File: src/rtl/vc_wrr_scheduler.sv
// Weighted round-robin drain of four per-class FIFOs into one output FIFO.
// One-cycle ARB bubble per turn, then up to weight[cur] back-to-back pops.
module vc_wrr_scheduler #(
  parameter int DATA_W   = 12,
  parameter int WEIGHT_W = 3
) (
  input  logic                clk,
  input  logic                reset,
  input  logic                enable,
  input  logic                cfg_load,
  input  logic [WEIGHT_W-1:0] cfg_weight0,
  input  logic [WEIGHT_W-1:0] cfg_weight1,
  input  logic [WEIGHT_W-1:0] cfg_weight2,
  input  logic [WEIGHT_W-1:0] cfg_weight3,
  input  logic                empty0,
  input  logic                empty1,
  input  logic                empty2,
  input  logic                empty3,
  input  logic [DATA_W-1:0]   data_in0,
  input  logic [DATA_W-1:0]   data_in1,
  input  logic [DATA_W-1:0]   data_in2,
  input  logic [DATA_W-1:0]   data_in3,
  input  logic                out_alm_full,
  output logic                pop0,
  output logic                pop1,
  output logic                pop2,
  output logic                pop3,
  output logic                push_out,
  output logic [DATA_W-1:0]   data_out,
  output logic [1:0]          grant,
  output logic                busy
);

  typedef enum logic {
    ARB   = 1'b0,
    SERVE = 1'b1
  } state_t;

  state_t              state_q, state_d;
  logic [1:0]          cur_q, cur_d;
  logic [1:0]          last_q, last_d;
  logic [WEIGHT_W-1:0] credit_q, credit_d;
  logic [WEIGHT_W-1:0] wt_q [4];
  logic [WEIGHT_W-1:0] wt_d [4];
  logic                push_q, push_d;
  logic [DATA_W-1:0]   data_q, data_d;
  logic [1:0]          grant_q, grant_d;

  logic [WEIGHT_W-1:0] cfg_w [4];
  logic [DATA_W-1:0]   din [4];
  logic [3:0]          empty_v;
  logic                any_req;
  logic [1:0]          sel;
  logic                sel_found;
  logic                p;

  assign cfg_w[0] = cfg_weight0;
  assign cfg_w[1] = cfg_weight1;
  assign cfg_w[2] = cfg_weight2;
  assign cfg_w[3] = cfg_weight3;

  assign din[0] = data_in0;
  assign din[1] = data_in1;
  assign din[2] = data_in2;
  assign din[3] = data_in3;

  assign empty_v = {empty3, empty2, empty1, empty0};
  assign any_req = ~&empty_v;

  // Rotating search starting just after the last served class.
  always_comb begin
    logic [1:0] idx;
    sel       = last_q;
    sel_found = 1'b0;
    for (int k = 1; k <= 4; k++) begin
      idx = last_q + k[1:0];
      if (!sel_found && !empty_v[idx]) begin
        sel       = idx;
        sel_found = 1'b1;
      end
    end
  end

  assign p = (state_q == SERVE) & enable & ~out_alm_full
           & ~empty_v[cur_q] & ~reset;

  assign pop0 = p & (cur_q == 2'd0);
  assign pop1 = p & (cur_q == 2'd1);
  assign pop2 = p & (cur_q == 2'd2);
  assign pop3 = p & (cur_q == 2'd3);

  always_comb begin
    state_d  = state_q;
    cur_d    = cur_q;
    last_d   = last_q;
    credit_d = credit_q;
    push_d   = 1'b0;
    data_d   = data_q;
    grant_d  = grant_q;
    for (int i = 0; i < 4; i++) begin
      wt_d[i] = wt_q[i];
      if (cfg_load) begin
        wt_d[i] = (cfg_w[i] == '0) ? WEIGHT_W'(1) : cfg_w[i];
      end
    end
    case (state_q)
      ARB: begin
        if (enable && any_req) begin
          state_d  = SERVE;
          cur_d    = sel;
          credit_d = wt_q[sel];
        end
      end
      SERVE: begin
        if (p) begin
          credit_d = credit_q - WEIGHT_W'(1);
          push_d   = 1'b1;
          data_d   = din[cur_q];
          grant_d  = cur_q;
          if (credit_q == WEIGHT_W'(1)) begin
            state_d  = ARB;
            last_d   = cur_q;
            credit_d = '0;
          end
        end else if (empty_v[cur_q]) begin
          state_d  = ARB;
          last_d   = cur_q;
          credit_d = '0;
        end
      end
    endcase
  end

  // last=3 on reset so the first search begins at class 0.
  always_ff @(posedge clk) begin
    if (reset) begin
      state_q  <= ARB;
      cur_q    <= 2'd0;
      last_q   <= 2'd3;
      credit_q <= '0;
      push_q   <= 1'b0;
      data_q   <= '0;
      grant_q  <= 2'd0;
      for (int i = 0; i < 4; i++) begin
        wt_q[i] <= WEIGHT_W'(1);
      end
    end else begin
      state_q  <= state_d;
      cur_q    <= cur_d;
      last_q   <= last_d;
      credit_q <= credit_d;
      push_q   <= push_d;
      data_q   <= data_d;
      grant_q  <= grant_d;
      for (int i = 0; i < 4; i++) begin
        wt_q[i] <= wt_d[i];
      end
    end
  end

  assign push_out = push_q;
  assign data_out = data_q;
  assign grant    = grant_q;
  assign busy     = (state_q == SERVE);

endmodule

File: config.mk
export PLATFORM = sky130hd
export DESIGN_NAME = vc_wrr_scheduler
export DESIGN_NICKNAME = d
export VERILOG_FILES = /design/src/rtl/vc_wrr_scheduler.sv
export SDC_FILE = /design/constraint.sdc
export NUM_CORES = 1
export LEC_CHECK = 0
export ABC_AREA = 1
export CELL_PAD_IN_SITES_DETAIL_PLACEMENT = 0
export CELL_PAD_IN_SITES_GLOBAL_PLACEMENT = 1
export CORE_ASPECT_RATIO = 1.5
export CORE_MARGIN = 2
export CORE_UTILIZATION = 30
export CTS_CLUSTER_SIZE = 16
export DETAILED_ROUTE_END_ITERATION = 8
export PLACE_DENSITY = 0.78
export SYNTH_ARGS = -nofsm -noshare
export SYNTH_HDL_FRONTEND = slang
export SYNTH_SLANG_ARGS = --single-unit
export TNS_END_PERCENT = 30
File: constraint.sdc
create_clock -name clk -period 2.3 [get_ports clk]
set_input_delay 0.575 -clock clk [delete_from_list [all_inputs] [get_ports clk]]
set_output_delay 0.575 -clock clk [all_outputs]
set_load 0.05 [all_outputs]
* Word level (Yosys, flattened, before mapping) *
Memory sizes are Yosys's and may differ from the RTL's.
Cells that the tools add are included.

cells by class
  equal/unequal tests = 8
  add/sub/neg operators = 4
  bitwise logic cells = 17
  muxes and demuxes = 49
  magnitude comparators = 6
  reduce and logical (&&, ||, !) cells = 23

operators by type and width
  operator             number
  $mux 3               16
  $bmux 12 s2          1
  $mux 12              2
  $mux 1               16
  $lt 2x3->1 const B   5
  $mux 2               7
  $logic_not 3->1      4
  $bmux 1 s2           5
  $and 1x1->1          8
  $reduce_and 2->1     4
  $logic_not 1->1      6
  $pmux 3 s2           1
  $add 2x2->2 const B  2
  $eq 2x2->1 const B   2
  $logic_and 1x1->1    4
  $not 1->1            4
  $or 1x1->1           4
  $reduce_and 4->1     1
  $eq 3x1->1 const B   1
  $ge 3x3->1 const B   1
  $ne 3x1->1 const B   1
  $not 2->3            1
  $reduce_and 3->1     1
  $sub 3x1->3 const B  1
  other kinds (9)      9

word-level totals
  word-level logic and storage cells = 115
  RAM bits = 12
  input bits = 69
  memories = 1
  output and inout bits = 20
  bits in registers = 23

memory list
  memory  words  width  rd ports  clocked after Yosys merged registers in  wr ports  RTL line  text
  wt_q    4      3      1         0                                        4         43        logic [WEIGHT_W-1:0] wt_q [4];

* Logic depth before layout (Yosys ltp) *
An unclocked memory read counts as a cell.

  depth after elaboration = 15
  gate-level depth with buffers = 13
  depth with buffers taken out = 13

* Worst setup path after synthesis *
OpenSTA, ideal clock, no wires.

  path type = flip-flop to output port
  start point = reg state_q, in the netlist busy
  end point = out pop0
  cell stages (with the launch flop) = 7
  data arrival time = 2153 ps
  data required time = 1725 ps
  path slack = -428 ps
  path buffers = 2
  cells stage by stage = dfxtp_1 inv_1 nor4_1 nand2_2 buf_4 buf_6 nor2_1

between the ends
  longest elaborated chain between the ends = 5

RTL lines
  what                       RTL line  text
  start: declaration         39        state_t state_q, state_d;
  start signal: assignment   148       state_q <= state_d;
  $and 1x1->1 (2 in series)  84        assign p = (state_q == SERVE) & enable & ~out_alm_full
  $and 1x1->1 (2 in series)  85        & ~empty_v[cur_q] & ~reset;
  $and 1x1->1                87        assign pop0 = p & (cur_q == 2'd0);
  end: declaration           24        output logic pop0,

Every way passes these cells.

* Worst setup path after layout *
  start point = in reset
  end point = out pop0

between the ends
  longest elaborated chain between the ends = 3

RTL lines
  what                RTL line  text
  start: declaration  8         input logic reset,
  $not 1->1           85
  $and 1x1->1         85
  $and 1x1->1         87

Every way passes these cells.

==> impl_metrics.ini <==
[global_routing]
grt_start_max_net_pins = 26
grt_pass1_vias = 2378
grt_util_all_layers = 0.1644
grt_pass1_wl_um = 10460
overflow = 0
antenna_found_initial = 0

[clocking]
clk_pin_slew_ns = 0.07
htree_levels = 2
clk_latency_ns = 0.29
cts_hold_buf = 0
cts_tree = done
clk_path_buf_depth = 2
cts_buffers = 5
root_buffer = clkbuf_8
clkSinkCount = 35

[floorplan]
die_area_um2 = 8165
die_h_um = 109.7
core_area_um2 = 7227
io_pins = 89
fp.dieW_um = 74.45
start_util = 0.3090
row_count = 38

[run_status]
status = completed

[synth]
ys_warn_count = 0
ys_ff_latch = 35
syn_inst = 317
ys_seq_area_frac = 0.3675
avgSynthCellArea_um2 = 7.045
synth_cell_types = 32
synthesis.area_um2 = 2233
synthesis.nets = 388

[finish]
final_cells = 520
layout.nets = 490
post-route-util = 0.4868
drive_gt1_frac = 0.1738
final_common_cell = nand2_1
diodes = 0
final_cell_mix = nand2_1, clkdlybuf4s50_1, nand3_1
area_growth_pct = 57.53

[power]
total_power_mw = 1.860
power.leakage_nw = 1.477
peakVddDrop_uv = 249.4
cellPowerDensity_nw_per_um2 = 528.8

[sta]
tightestPinTransition_ns = 0.5474
slew_violations = 0
min_period_over_period = 0.9528
period_needed_ns = 2.191
whs_ns = 0.4661
relSlewSlack = 0.6339
hold_viol_final = 0
grt_setup_unrepaired = no
tns_ns = 0
clock.fmax_mhz = 456.3
skew_ns = 0.006809
setup_violations = 0

[setup_path]
critPathKind = input pin to output pin
r2r_slack_ns = 0.36
end_kind = output pin
cp_max_fo = 5
start_kind = input pin
critPathRequiredTime_ns = 1.73
crit_arrival_ns = 1.62

[route]
wl_per_cell_um = 12.39
firstDrtPassIters = 5
routed_wl_um = 6444
viasPerCell = 4.637
drt_iter0_drc = 133
drc = 0
ant_nets = 0
vias = 2411

[hold_path]
hold_class = flop to flop

[place]
dp_hpwl_um = 4952
dp_cells = 509
gp_congestion = 0.7625
portBuffers = 88

[job]
cap_violations = 0
layer usage:
layer	wire length [um]	track usage	up-vias	share of wire
met5	0	0	-	0
met4	122	0.05867	0	0.019
met3	268	0.02383	8	0.042
met2	3509	0.3059	66	0.54
met1	2544	0.1848	1070	0.39
li1	-	-	1267	-
final timing paths:
path         startpoint  cells after the start         to
max               reset                      5       pop0
min            grant[1]                      2   grant[1]
max reg2reg    cur_q[0]                     12  last_q[0]
min reg2reg    grant[1]                      2   grant[1]
power by group:
part	leakage (nW)	total (mW)	switching, mW	internal (mW)
Sequential	0.311	0.707	0.0256	0.682
Combinational	1.12	0.693	0.388	0.305
Clock	0.0482	0.460	0.219	0.242
layout make-up:
type	instances	area, um^2
inverter	30	115.1
clock inverter	1	5.005
sequential	35	823.3
tap	100	125.1
clock buffer	7	86.33
fill	738	3709
timing repair buffer	111	1092
multi-input combinational	236	1271
cells in the mapped netlist:
library cell | instances | area (um^2)
o22ai_1 | 2 | 12.51
nor2_2 | 1 | 6.260
edfxtp_1 | 12 | 360.4
clkbuf_1 | 10 | 37.54
nor2_1 | 20 | 75.07
o21ai_4 | 1 | 16.27
nor3_1 | 1 | 5.000
o21ai_0 | 2 | 10.01
or2_2 | 1 | 6.260
a211o_1 | 4 | 35.03
nand2_1 | 84 | 315.3
a21oi_2 | 3 | 26.28
nand3_4 | 1 | 17.52
nand2_4 | 5 | 56.30
nand2_2 | 8 | 50.05
dfxtp_1 | 23 | 460.4
inv_2 | 5 | 18.77
ha_1 | 2 | 25.02
buf_4 | 3 | 22.52
a21oi_1 | 20 | 100.1
xor2_1 | 1 | 8.760
nand3_1 | 59 | 295.3
o211ai_1 | 3 | 22.52
nand4_1 | 13 | 81.33
nor4_1 | 1 | 6.260
buf_2 | 1 | 5.000
a41oi_1 | 1 | 8.760
inv_1 | 25 | 93.84
and3_1 | 1 | 6.260
buf_6 | 2 | 22.52
and2_1 | 1 | 6.260
nand2_8 | 1 | 20.02
stage by stage:
step / area [um^2] / setup slack, ns
2_1_floorplan: 2276 / 0.004076
3_3_place_gp: 3379 / -0.1719
3_5_place_dp: 3379 / -0.1795
4_1_cts: 3503 / 0.004460
5_1_grt: 3518 / 0.01818
6_report: 3518 / 0.1085
logic make-up (layout without fill, tap and decap cells):
logic type,after synthesis,in the layout,share of synthesized area
AO/OA/AOI/OAI,36,36,0.1036
adder cells (fa/ha/maj),2,2,0.01120
buffers and inverters,46,149,0.08963
AND/OR/NAND/NOR,197,197,0.4241
flip-flops,35,35,0.3675
XOR/XNOR,1,1,0.003922
sequential cells by signal, summed over array words and instances, names as in the netlist:
register	flops
busy	1
credit_q	3
cur_q	2
data_out	12
grant	2
last_q	2
push_out	1
wt_q	12
critical path: stages:
cell	delay [ns]
dlygate4sd2_1	0.29
nor4_4	0.32
nand2_4	0.14
nor2_4	0.14
buf_12	0.14
repair_timing:
item,CTS,global route
pin swaps,4,2
gates resized for setup,11,6
endpoints found under the setup margin,4,4
setup buffers,3,0
Power figures use the tool's default switching activity.
